--- src/rtl/usb_ep_in_arbiter.sv ---
// rtl/usb_ep_in_arbiter.sv - packet-granular round-robin arbiter feeding one USB IN endpoint FIFO
// Grants A or B per packet, prepends a source-tag header, caps packets at MAX_PKT bytes.
module usb_ep_in_arbiter #(
  parameter int unsigned MAX_PKT = 64,
  parameter bit          HDR_EN  = 1'b1
) (
  input  logic       clk,
  input  logic       reset,
  input  logic [7:0] a_data,
  input  logic       a_valid,
  input  logic       a_last,
  output logic       a_ready,
  input  logic [7:0] b_data,
  input  logic       b_valid,
  input  logic       b_last,
  output logic       b_ready,
  input  logic       ep_full,
  output logic [7:0] ep_din,
  output logic       ep_we,
  output logic [1:0] grant,
  output logic       pkt_done,
  output logic       trunc
);

  typedef enum logic [1:0] {
    IDLE = 2'd0,
    HDR  = 2'd1,
    DATA = 2'd2
  } state_t;

  localparam logic [7:0] CNT_LAST = 8'(MAX_PKT - 1);

  state_t     state_q, state_d;
  logic       ep_we_q, ep_we_d;
  logic [7:0] ep_din_q, ep_din_d;
  logic [1:0] grant_q, grant_d;
  logic       pkt_done_q, pkt_done_d;
  logic       trunc_q, trunc_d;
  logic [7:0] cnt_q, cnt_d;
  logic       last_b_q, last_b_d;

  logic       launch;
  logic       owner_b;
  logic       own_valid;
  logic       own_last;
  logic [7:0] own_data;

  // A write register that is still busy blocks the next launch, giving one write per two clocks.
  assign launch    = ~ep_full & ~ep_we_q;
  assign owner_b   = grant_q[1];
  assign own_valid = owner_b ? b_valid : a_valid;
  assign own_last  = owner_b ? b_last  : a_last;
  assign own_data  = owner_b ? b_data  : a_data;

  assign a_ready = (state_q == DATA) & grant_q[0] & launch;
  assign b_ready = (state_q == DATA) & grant_q[1] & launch;

  always_comb begin
    state_d    = state_q;
    ep_we_d    = 1'b0;
    ep_din_d   = ep_din_q;
    grant_d    = grant_q;
    pkt_done_d = 1'b0;
    trunc_d    = 1'b0;
    cnt_d      = cnt_q;
    last_b_d   = last_b_q;
    case (state_q)
      IDLE: begin
        if (a_valid | b_valid) begin
          // A wins when alone, or on a tie when B was served last.
          grant_d = (a_valid & (~b_valid | last_b_q)) ? 2'b01 : 2'b10;
          state_d = HDR_EN ? HDR : DATA;
          cnt_d   = '0;
        end
      end
      HDR: begin
        if (launch) begin
          ep_we_d  = 1'b1;
          ep_din_d = owner_b ? 8'hA1 : 8'hA0;
          state_d  = DATA;
        end
      end
      DATA: begin
        if (own_valid & launch) begin
          ep_we_d  = 1'b1;
          ep_din_d = own_data;
          cnt_d    = cnt_q + 8'd1;
          if (own_last | (cnt_q == CNT_LAST)) begin
            state_d    = IDLE;
            grant_d    = 2'b00;
            pkt_done_d = 1'b1;
            trunc_d    = ~own_last;
            last_b_d   = owner_b;
          end
        end
      end
      default: state_d = IDLE;
    endcase
  end

  always_ff @(posedge clk) begin
    if (reset) begin
      state_q    <= IDLE;
      ep_we_q    <= 1'b0;
      ep_din_q   <= 8'h00;
      grant_q    <= 2'b00;
      pkt_done_q <= 1'b0;
      trunc_q    <= 1'b0;
      cnt_q      <= 8'h00;
      last_b_q   <= 1'b1;
    end else begin
      state_q    <= state_d;
      ep_we_q    <= ep_we_d;
      ep_din_q   <= ep_din_d;
      grant_q    <= grant_d;
      pkt_done_q <= pkt_done_d;
      trunc_q    <= trunc_d;
      cnt_q      <= cnt_d;
      last_b_q   <= last_b_d;
    end
  end

  assign ep_we    = ep_we_q;
  assign ep_din   = ep_din_q;
  assign grant    = grant_q;
  assign pkt_done = pkt_done_q;
  assign trunc    = trunc_q;

endmodule
--- config.mk ---
export PLATFORM = sky130hd
export DESIGN_NAME = usb_ep_in_arbiter
export DESIGN_NICKNAME = d
export VERILOG_FILES = /design/src/rtl/usb_ep_in_arbiter.sv
export SDC_FILE = /design/constraint.sdc
export NUM_CORES = 1
export LEC_CHECK = 0
export BUFFER_PORTS_ARGS = -buffer_cell sky130_fd_sc_hd__buf_2
export CORE_MARGIN = 2
export CORE_UTILIZATION = 45
export CTS_BUF_LIST = sky130_fd_sc_hd__clkbuf_4 sky130_fd_sc_hd__clkbuf_8 sky130_fd_sc_hd__clkbuf_16
export DETAILED_ROUTE_END_ITERATION = 7
export PLACE_DENSITY = 0.75
export SLEW_MARGIN = 10
export SYNTH_ARGS = -nofsm -noshare
export SYNTH_HDL_FRONTEND = slang
export SYNTH_SLANG_ARGS = --single-unit
--- constraint.sdc ---
create_clock -name clk -period 3 [get_ports clk]
set_input_delay 0.15 -clock clk [delete_from_list [all_inputs] [get_ports clk]]
set_output_delay 0.15 -clock clk [all_outputs]
set_load 0.005 [all_outputs]
==> results.txt <==
status -> finished, final reports clean
M2 GR Usage -> 0.316
Syn. warnings -> 0
worst-margin pin slew -> 0.802 ns
CTS tree -> yes
antenna-violating nets left -> 0
largest net degree at the start of global routing -> 23
register area -> 480 µm²
Seq cells post-synth -> 24
first-pass GRT wire length -> 4900 µm
reg2reg path depth -> 6
sequential area share after synthesis -> 0.384
Setup Skew -> 0.0106 ns
GR met3 Demand/Resource -> 0.0300
row count -> 19
DR iter-0 viols -> 38
final hold slack -> 0.122 ns
most common cell after layout, fill and taps aside -> buf_2
WL per Instance -> 14.3 µm
die area -> 3220 µm²
multiplexer share of the synthesized area -> 0.0941
Hold Crit Class -> in2reg
top_reg_cell synth -> dfxtp_1
Max Fclk -> 0.402 GHz
# resized after CTS -> 0
Slew Limit Fails -> 0
diode count -> 0
clock buffer depth -> 2
area of the multi-input gates -> 718 µm²
RSZ-0062 raised after global routing -> false
Syn Nets -> 173
global-route layer with the greatest usage -> met2
Synth Area in Compound Gates -> 0.233
most frequent cells in the layout -> 37 x buf_2, 24 x dfxtp_1, 19 x a21oi_1, 10 x o21ai_0, 9 x nor2_1
Pleak -> 0.606 nW
core box area -> 2690 µm²
number of global-route vias before repair -> 1,135
WP data arrival -> 2.76 ns
Hold Crit Start -> a_valid
Final Hold Fails -> 0
Avg Vias per Cell -> 5.92
global route total overflow -> 0
Pre-antenna DRT Iters -> 4
clock sink count -> 24
Pwr Total -> 1.03 mW
Worst Hold Depth -> 2
fin crit share -> 0.829
setup TNS -> 0 ns
RR Startpoint -> state_q[0]
Post-DP HPWL -> 2200 µm
MaxCap Viol Count -> 0
CP Capture Type -> flop
DRC -> 0
Die H -> 56.7 µm
antenna violations before repair -> 0
post-layout utilization of the core -> 0.556
post-CTS setup buffers -> 0
post-layout min period -> 2.49 ns
power per standard cell area -> 687 nW/µm²
XOR/XNOR share of the synthesized area -> 0
# hold bufs at CTS -> 0
clk root buf -> clkbuf_4
RePlAce Congestion -> 0.823
all-layer global routing usage -> 0.191
final wirelength -> 2990 µm
Clock transition at path regs -> 0.14 ns
asr flop ratio synth -> 0
Cells after Synth -> 145
Fill cells -> 255
Syn Area/Cell -> 8.62 µm²
crit path kind -> reg2reg
worst skew pair latency -> 0.33 ns
Peak VDD IR -> 467 µV
vias -> 1,238
Die X -> 56.7 µm
Simple-Gate Fraction of Synth Area -> 0.197
Max FO, Critical Path -> 16
Area Growth Syn to Fin -> 19.5%
CP startpoint -> state_q[0]
largest family of logic cells by synthesized area -> compound AO/OA/AOI/OAI gates
Post-synth EDFFs -> 0
Nets -> 207
Required @ worst endpoint -> 3.27 ns
Max-slew headroom -> 0.465
critical path launch point type -> flop
Cell variety after synth -> 35
Inserted Clock Buffers -> 3
layout cells sized above 1 -> 0.281
Setup violations, final -> 0
H-tree level count -> 1
quantity of I/O buffers inserted on ports -> 37
Initial Utilization -> 0.465
Ports -> 38
Mapped Area -> 1250 µm²
r2r setup slk -> 0.51 ns
met1 GRT Util -> 0.246
Adder-Cell Fraction of Synth Area -> 0.0501
## report_power, final
group / leakage, nW / internal, mW / switching [mW]
combinational: 0.383 / 0.152 / 0.239
sequential: 0.195 / 0.359 / 0.0382
clock: 0.0279 / 0.135 / 0.103
total: 0.606 / 0.646 / 0.380
## kinds of logic after synthesis
kind of cell | Yosys count
DFF | 24
AOI/OAI and AO/OA | 47
adders and majority gates | 5
and+or+nand+nor | 45
buffers and inverters | 13
muxes | 11
## cell type report
| class | count | share of cell area |
|---|---|---|
| Clock buffer | 3 | 0.0151 |
| Clock inverter | 1 | 0.0201 |
| Inverter | 5 | 0.0126 |
| Multi-Input combinational cell | 108 | 0.481 |
| Sequential cell | 24 | 0.322 |
| Tap cell | 31 | 0.0260 |
| Timing Repair Buffer | 37 | 0.124 |
## metal layers
layer / part of all wire / vias up / wire (µm)
met2: 0.48 / 28 / 1450
li1: - / 610 / -
met4: 0.012 / 0 / 36
met5: 0 / - / 0
met1: 0.46 / 595 / 1380
met3: 0.042 / 5 / 124
## sequential cells by signal, indices dropped and copies added (netlist names)
register  count
trunc         1
ep_we         1
cnt_q         8
state_q       2
last_b_q      1
pkt_done      1
ep_din        8
grant         2
## cells in the mapped netlist, types with 3 or more instances
master    number  area [µm²]
mux2i_1        5        50.1
and3_1         3        18.8
nand3_1        3        15.0
ha_1           5        62.6
dfxtp_1       24         480
clkbuf_1       4        15.0
nor2_1         9        33.8
nand2_1        6        22.5
o21ai_0       10        50.1
o31ai_1        5        37.5
mux2_2         6        67.6
a21oi_1       19        95.1
nand4_1        8        50.1
inv_1          5        18.8
or3_1          4        25.0
## per-stage QoR
| step | setup slack (ns) | std cells | area (µm²) |
|---|---|---|---|
| floorplan | 1.09 | 145 | 1250 |
| global placement | 0.672 | 205 | 1440 |
| detailed placement | 0.575 | 205 | 1440 |
| CTS | 0.545 | 209 | 1490 |
| global route | 0.403 | 209 | 1490 |
| finish | 0.513 | 209 | 1490 |
## final timing paths
path	end
worst max register to register	cnt_q[7]
worst min-delay path	grant[0]
worst min register to register	ep_din[0]
worst max-delay path	cnt_q[7]
## critical path: stages (launching register included)
cell and delay [ns]:
dfxtp_1 0.35, inv_1 0.13, ha_1 0.50, or3b_4 0.47, o22a_1 0.30, or4_1 0.54
a21oi_1 0.14
No activity file was read; power rests on OpenSTA's default activity.
